File: src/rtl/accel_spi_responder.sv
// SPI mode-0 responder for an accelerometer-style register file.
// All SPI pins are oversampled by the system clock; SCLK edges come from the synchronized level.
module accel_spi_responder #(
    parameter logic [7:0] DEVID  = 8'hAD,
    parameter logic [7:0] PARTID = 8'hF2
) (
    input  logic        clk,
    input  logic        reset,
    input  logic        CS,
    input  logic        SCLK,
    input  logic        SDI,
    output logic        SDO,
    input  logic [11:0] x_data,
    input  logic [11:0] y_data,
    input  logic [11:0] z_data,
    output logic        wr_valid,
    output logic [7:0]  wr_addr,
    output logic [7:0]  wr_data,
    output logic        busy
);

    typedef enum logic [2:0] {
        StIdle,
        StCmd,
        StAddr,
        StRead,
        StWrite,
        StIgnore
    } state_e;

    state_e state_q, state_d;

    logic       cs_meta, cs_sync;
    logic       sclk_meta, sclk_sync, sclk_prev;
    logic       sdi_meta, sdi_sync;
    logic [1:0] fill_q;
    logic       armed_q;

    logic [2:0]  bit_cnt_q;
    logic [7:0]  shreg_q;
    logic [6:0]  tx_q;
    logic        sdo_q;
    logic        is_write_q;
    logic [7:0]  ptr_q;
    logic [11:0] snap_x, snap_y, snap_z;
    logic [7:0]  bank [16];

    logic       sclk_rise, sclk_fall;
    logic       cs_start, cs_end;
    logic       byte_done;
    logic [7:0] rx_byte;
    logic [7:0] rd_byte;

    // Pin synchronizers; armed_q only rises once CS has been seen high from real pin samples,
    // so a reset taken with CS held low cannot start a transaction from stale reset values.
    always_ff @(posedge clk) begin
        if (reset) begin
            cs_meta   <= 1'b1;
            cs_sync   <= 1'b1;
            sclk_meta <= 1'b0;
            sclk_sync <= 1'b0;
            sclk_prev <= 1'b0;
            sdi_meta  <= 1'b0;
            sdi_sync  <= 1'b0;
            fill_q    <= 2'b00;
            armed_q   <= 1'b0;
        end else begin
            cs_meta   <= CS;
            cs_sync   <= cs_meta;
            sclk_meta <= SCLK;
            sclk_sync <= sclk_meta;
            sclk_prev <= sclk_sync;
            sdi_meta  <= SDI;
            sdi_sync  <= sdi_meta;
            fill_q    <= {fill_q[0], 1'b1};
            if (cs_start) begin
                armed_q <= 1'b0;
            end else if (fill_q[1] && cs_sync) begin
                armed_q <= 1'b1;
            end
        end
    end

    assign sclk_rise = sclk_sync & ~sclk_prev;
    assign sclk_fall = ~sclk_sync & sclk_prev;
    assign cs_start  = (state_q == StIdle) & armed_q & ~cs_sync;
    assign cs_end    = (state_q != StIdle) & cs_sync;
    assign byte_done = sclk_rise & (bit_cnt_q == 3'd7);
    assign rx_byte   = {shreg_q[6:0], sdi_sync};

    // State register
    always_ff @(posedge clk) begin
        if (reset) begin
            state_q <= StIdle;
        end else begin
            state_q <= state_d;
        end
    end

    // Next-state logic; CS release overrides any byte completing in the same cycle
    always_comb begin
        state_d = state_q;
        case (state_q)
            StIdle: begin
                if (cs_start) state_d = StCmd;
            end
            StCmd: begin
                if (byte_done) begin
                    if (rx_byte == 8'h0B || rx_byte == 8'h0A) state_d = StAddr;
                    else                                      state_d = StIgnore;
                end
            end
            StAddr: begin
                if (byte_done) state_d = is_write_q ? StWrite : StRead;
            end
            default: ;
        endcase
        if (cs_end) state_d = StIdle;
    end

    // Outputs: busy tracks framing, read data is decoded from the pointer
    always_comb begin
        busy    = (state_q != StIdle);
        rd_byte = 8'h00;
        case (ptr_q)
            8'h00:   rd_byte = DEVID;
            8'h02:   rd_byte = PARTID;
            8'h0E:   rd_byte = snap_x[7:0];
            8'h0F:   rd_byte = {{4{snap_x[11]}}, snap_x[11:8]};
            8'h10:   rd_byte = snap_y[7:0];
            8'h11:   rd_byte = {{4{snap_y[11]}}, snap_y[11:8]};
            8'h12:   rd_byte = snap_z[7:0];
            8'h13:   rd_byte = {{4{snap_z[11]}}, snap_z[11:8]};
            default: if (ptr_q[7:4] == 4'h2) rd_byte = bank[ptr_q[3:0]];
        endcase
    end

    // Datapath: bit shifting, pointer, register bank, SDO and write strobes
    always_ff @(posedge clk) begin
        if (reset) begin
            bit_cnt_q  <= 3'd0;
            shreg_q    <= 8'h00;
            tx_q       <= 7'h00;
            sdo_q      <= 1'b0;
            is_write_q <= 1'b0;
            ptr_q      <= 8'h00;
            snap_x     <= 12'h000;
            snap_y     <= 12'h000;
            snap_z     <= 12'h000;
            wr_valid   <= 1'b0;
            wr_addr    <= 8'h00;
            wr_data    <= 8'h00;
            for (int i = 0; i < 16; i++) bank[i] <= 8'h00;
        end else begin
            wr_valid <= 1'b0;
            if (cs_end || state_q == StIdle) begin
                bit_cnt_q <= 3'd0;
                sdo_q     <= 1'b0;
                if (cs_start) begin
                    snap_x <= x_data;
                    snap_y <= y_data;
                    snap_z <= z_data;
                end
            end else begin
                if (sclk_rise) begin
                    bit_cnt_q <= bit_cnt_q + 3'd1;
                    shreg_q   <= rx_byte;
                end
                case (state_q)
                    StCmd: begin
                        if (byte_done) is_write_q <= (rx_byte == 8'h0A);
                    end
                    StAddr: begin
                        if (byte_done) ptr_q <= rx_byte;
                    end
                    StRead: begin
                        if (byte_done) ptr_q <= ptr_q + 8'd1;
                        // Bit counter at zero on a fall means a fresh byte starts here
                        if (sclk_fall) begin
                            if (bit_cnt_q == 3'd0) begin
                                sdo_q <= rd_byte[7];
                                tx_q  <= rd_byte[6:0];
                            end else begin
                                sdo_q <= tx_q[6];
                                tx_q  <= {tx_q[5:0], 1'b0};
                            end
                        end
                    end
                    StWrite: begin
                        if (byte_done) begin
                            wr_valid <= 1'b1;
                            wr_addr  <= ptr_q;
                            wr_data  <= rx_byte;
                            if (ptr_q[7:4] == 4'h2) bank[ptr_q[3:0]] <= rx_byte;
                            ptr_q <= ptr_q + 8'd1;
                        end
                    end
                    default: ;
                endcase
                if (state_q != StRead) sdo_q <= 1'b0;
            end
        end
    end

    assign SDO = sdo_q;

endmodule

File: config.mk
export PLATFORM = sky130hd
export DESIGN_NAME = accel_spi_responder
export DESIGN_NICKNAME = d
export VERILOG_FILES = /design/src/rtl/accel_spi_responder.sv
export SDC_FILE = /design/constraint.sdc
export NUM_CORES = 1
export LEC_CHECK = 0
export ABC_AREA = 1
export CAP_MARGIN = 10
export CORE_AREA = 2 2 135 137
export CTS_BUF_LIST = sky130_fd_sc_hd__clkbuf_4 sky130_fd_sc_hd__clkbuf_8
export DETAILED_ROUTE_END_ITERATION = 10
export DIE_AREA = 0 0 137 139
export HOLD_SLACK_MARGIN = 0.03
export PLACE_DENSITY_LB_ADDON = 0.08
export SETUP_SLACK_MARGIN = 0.3
export SLEW_MARGIN = 20
export SYNTH_ARGS = -nofsm -noshare
export SYNTH_HDL_FRONTEND = slang
export SYNTH_SLANG_ARGS = --single-unit
export TNS_END_PERCENT = 30
File: constraint.sdc
create_clock -name clk -period 2.8 [get_ports clk]
set_clock_uncertainty 0.1 [all_clocks]
set_input_delay 0.56 -clock clk [delete_from_list [all_inputs] [get_ports clk]]
set_output_delay 0.56 -clock clk [all_outputs]
set_load 0.03 [all_outputs]
==> metrics.md <==
| Metric | Value |
|---|---|
| Post-synthesis cell area | `10300 um2` |
| CP cell instances | `nor2_1, nand2_1, clkinv_2, nand2_2, nor2_4, nand2_4, nor2_4, nand2_2, nand2_1` |
| Hold Crit Class | `reg2reg` |
| Initial Util | `58.4%` |
| Post-Synth Simple-Gate Area | `28.8%` |
| Power Total | `7.05 mW` |
| Post-synthesis mux area share | `0%` |
| Fmax | `424 MHz` |
| Synthesis Warnings | `0` |
| Final Net Count | `1365` |
| Syn_nets | `1300` |
| Die height | `139 um` |
| WL final | `25800 um` |
| TritonCTS Sinks | `225` |
| Worst vdd ir | `599 uV` |
| Largest net degree at the start of global routing | `85` |
| Dpl cells | `1508` |
| Compound-Gate Fraction of Synth Area | `8.54%` |
| PwrDens | `588 nW/um2` |
| IO Port Bufs | `59` |
| Async SR Flop Fraction | `0%` |
| CTS Buf Count | `36` |
| Die W | `137 um` |
| Max incr delay on CP | `0.35 ns` |
| Status | `finished clean` |
| Finished Layout Cells | `1573` |
| Layout Utilization | `67.9%` |
| Xor-xnor portion of the synthesized cell area | `0.170%` |
| First-pass GRT wire length | `40700 um` |
| Vias per cell | `5.43` |
| P&R area growth vs syn | `16.2%` |
| Synth unique cells | `39` |
| DRT Pass-1 Iters | `5` |
| WHS | `0.304 ns` |
| Total core area | `17700 um2` |
| CTS tree | `yes` |
| Number of global-route vias before repair | `8091` |
| Ys flop type | `edfxtp_1` |
| Tot GR Track Use | `27.6%` |
| Endpoint class of the critical path | `flop` |
| Final hold violation count | `0` |
| # fillers | `1494` |
| Max FO, Critical Path | `17` |
| Max-slew violation count | `0` |
| WL per Instance | `16.4 um` |
| Initial DRC count | `836` |
| Post-synth EDFFs | `128` |
| H-tree depth | `2` |
| Syn avg cell area | `8.24 um2` |
| Setup CP Type | `reg2reg` |
| Gp weighted congestion | `0.933` |
| CP required | `2.90 ns` |
| Share of cells above drive strength 1 | `10.6%` |
| Number of I/O pins | `60` |
| Element type at the critical path start | `flop` |
| Ant diodes | `0` |
| CP delay by family, top | `simple AND/OR/NAND/NOR gates` |
| Initial antenna violation count | `0` |
| Post-synthesis sequential area ratio | `56.1%` |
| # hold bufs at CTS | `0` |
| MaxCap Viol Count | `0` |
| Reg-to-reg slack, setup | `0.44 ns` |
| Clk_lat worst skew | `0.54 ns` |
| Vias | `8536` |
| CTS clock-pin slew for the worst setup and hold paths | `0.06 ns` |
| P_leak | `4.69 nW` |
| Post-Synthesis Cells | `1252` |
| Final period util | `84.3%` |
| CTS Buffer Depth | `3` |
| Crit path buf inv count | `1` |
| Post-synthesis adder-cell area fraction | `0.849%` |
| Final ANT Viol Nets | `0` |
| Main combinational cell family by area after synthesis | `simple AND/OR/NAND/NOR gates` |
| Row cnt | `49` |
| Crit path DAT | `2.46 ns` |
| Fin crit period | `2.36 ns` |
| Die ar. | `19000 um2` |
| DRC viols | `0` |
| #FFs+latches synth | `225` |
| Overflow after GRT | `0` |
| Final TNS setup | `0 ns` |
| Worst Tran Pin Value | `0.753 ns` |
| Crit-path slowest cell | `dfxtp_1` |
| Slew headroom | `49.8%` |
| Clk root buf | `clkbuf_8` |
| Dpl hpwl | `17300 um` |
| RSZ-0062 raised after global routing | `true` |
| Setup violators final | `0` |
## worst min-delay path, delay by kind of cell, from the launching register on
kind,cells,cell delay [ns]
buffers and inverters,1,0.04
DFF,1,0.29
and+or+nand+nor,1,0.03
## per-stage QoR
stage / worst slack, ns / instance area [um2]
floorplan: 0.614 / 10300
global placement: 0.324 / 11200
detailed placement: 0.273 / 11200
CTS: 0.316 / 11900
global route: 0.223 / 12000
finish: 0.439 / 12000
## worst paths after layout
| kind | from | to | cells past startpoint |
|---|---|---|---|
| max | state_q[1] | bank[13][5] | 9 |
| min reg2reg | sclk_meta | sclk_sync | 2 |
| min | sclk_meta | sclk_sync | 2 |
| max reg2reg | state_q[1] | bank[13][5] | 9 |
## report_power, final
group,total (mW),switching (mW),internal (mW)
Sequential,3.66,0.0510,3.61
Clock,2.98,1.29,1.69
Combinational,0.407,0.261,0.146
## flip-flops by register name (all words and copies together) (netlist names), 2 cells and up, named ones only
| register | count |
|---|---|
| tx_q | 7 |
| bank | 128 |
| wr_addr | 8 |
| fill_q | 2 |
| snap_x | 12 |
| snap_z | 12 |
| wr_data | 8 |
| snap_y | 12 |
| shreg_q | 7 |
| state_q | 3 |
| bit_cnt_q | 3 |
| ptr_q | 8 |
## cell usage in the layout, fill, tap and decap left out, types with 7 or more instances in the layout
master,netlist,routed
a21oi_1,51,51
buf_4,0,27
clkbuf_4,0,13
clkbuf_8,0,44
clkdlybuf4s50_1,0,58
clkinv_1,12,15
dfxtp_1,97,96
edfxtp_1,128,128
ha_1,7,7
inv_1,68,68
inv_2,8,7
nand2_1,272,260
nand2_2,13,24
nand3_1,91,91
nor2_1,311,311
o211ai_1,21,21
o21ai_0,72,72
## kinds of logic after synthesis
kind of cell,Yosys count
simple gates,711
flops,225
compound gates,158
buf+inv,149
fa+ha+maj,7
xor+xnor,2
## final cells by class
| class | instances | area (um2) | area share, % |
|---|---|---|---|
| clock buffers | 57 | 703 | 5.87 |
| clock inverters | 8 | 66.3 | 0.553 |
| inverters | 89 | 340 | 2.84 |
| multi-input cells | 878 | 3990 | 33.3 |
| flip-flops and latches | 225 | 5790 | 48.3 |
| well taps | 229 | 287 | 2.39 |
| repair buffers | 87 | 812 | 6.78 |
## layer usage
layer	share of wire (%)	up-vias	track usage [%]
li1	-	4229	-
met1	43	3962	37.7
met2	48	305	44.1
met3	7.3	40	5.41
met4	2.1	0	9.12
met5	0	-	0
## synthesized netlist by cell type, types with 5 or more instances
| library cell | instances | area share [%] |
|---|---|---|
| nand2_1 | 272 | 9.9 |
| buf_2 | 5 | 0.24 |
| nor2_1 | 311 | 11 |
| clkbuf_1 | 48 | 1.7 |
| o211ai_1 | 21 | 1.5 |
| buf_1 | 7 | 0.25 |
| nand2_2 | 13 | 0.79 |
| o21ai_0 | 72 | 3.5 |
| edfxtp_1 | 128 | 37 |
| clkinv_1 | 12 | 0.44 |
| a211oi_1 | 5 | 0.36 |
| inv_1 | 68 | 2.5 |
| nand3_1 | 91 | 4.4 |
| inv_2 | 8 | 0.29 |
| ha_1 | 7 | 0.85 |
| a21oi_1 | 51 | 2.5 |
| dfxtp_1 | 97 | 19 |
## timing repair
item / in CTS / in global routing
buffers inserted: 0 / 0
setup endpoints to repair: 1 / 132
gates resized for setup: 1 / 14
hold endpoints to repair: 0 / 0
Note: power is estimated with default switching activity, not from simulation.
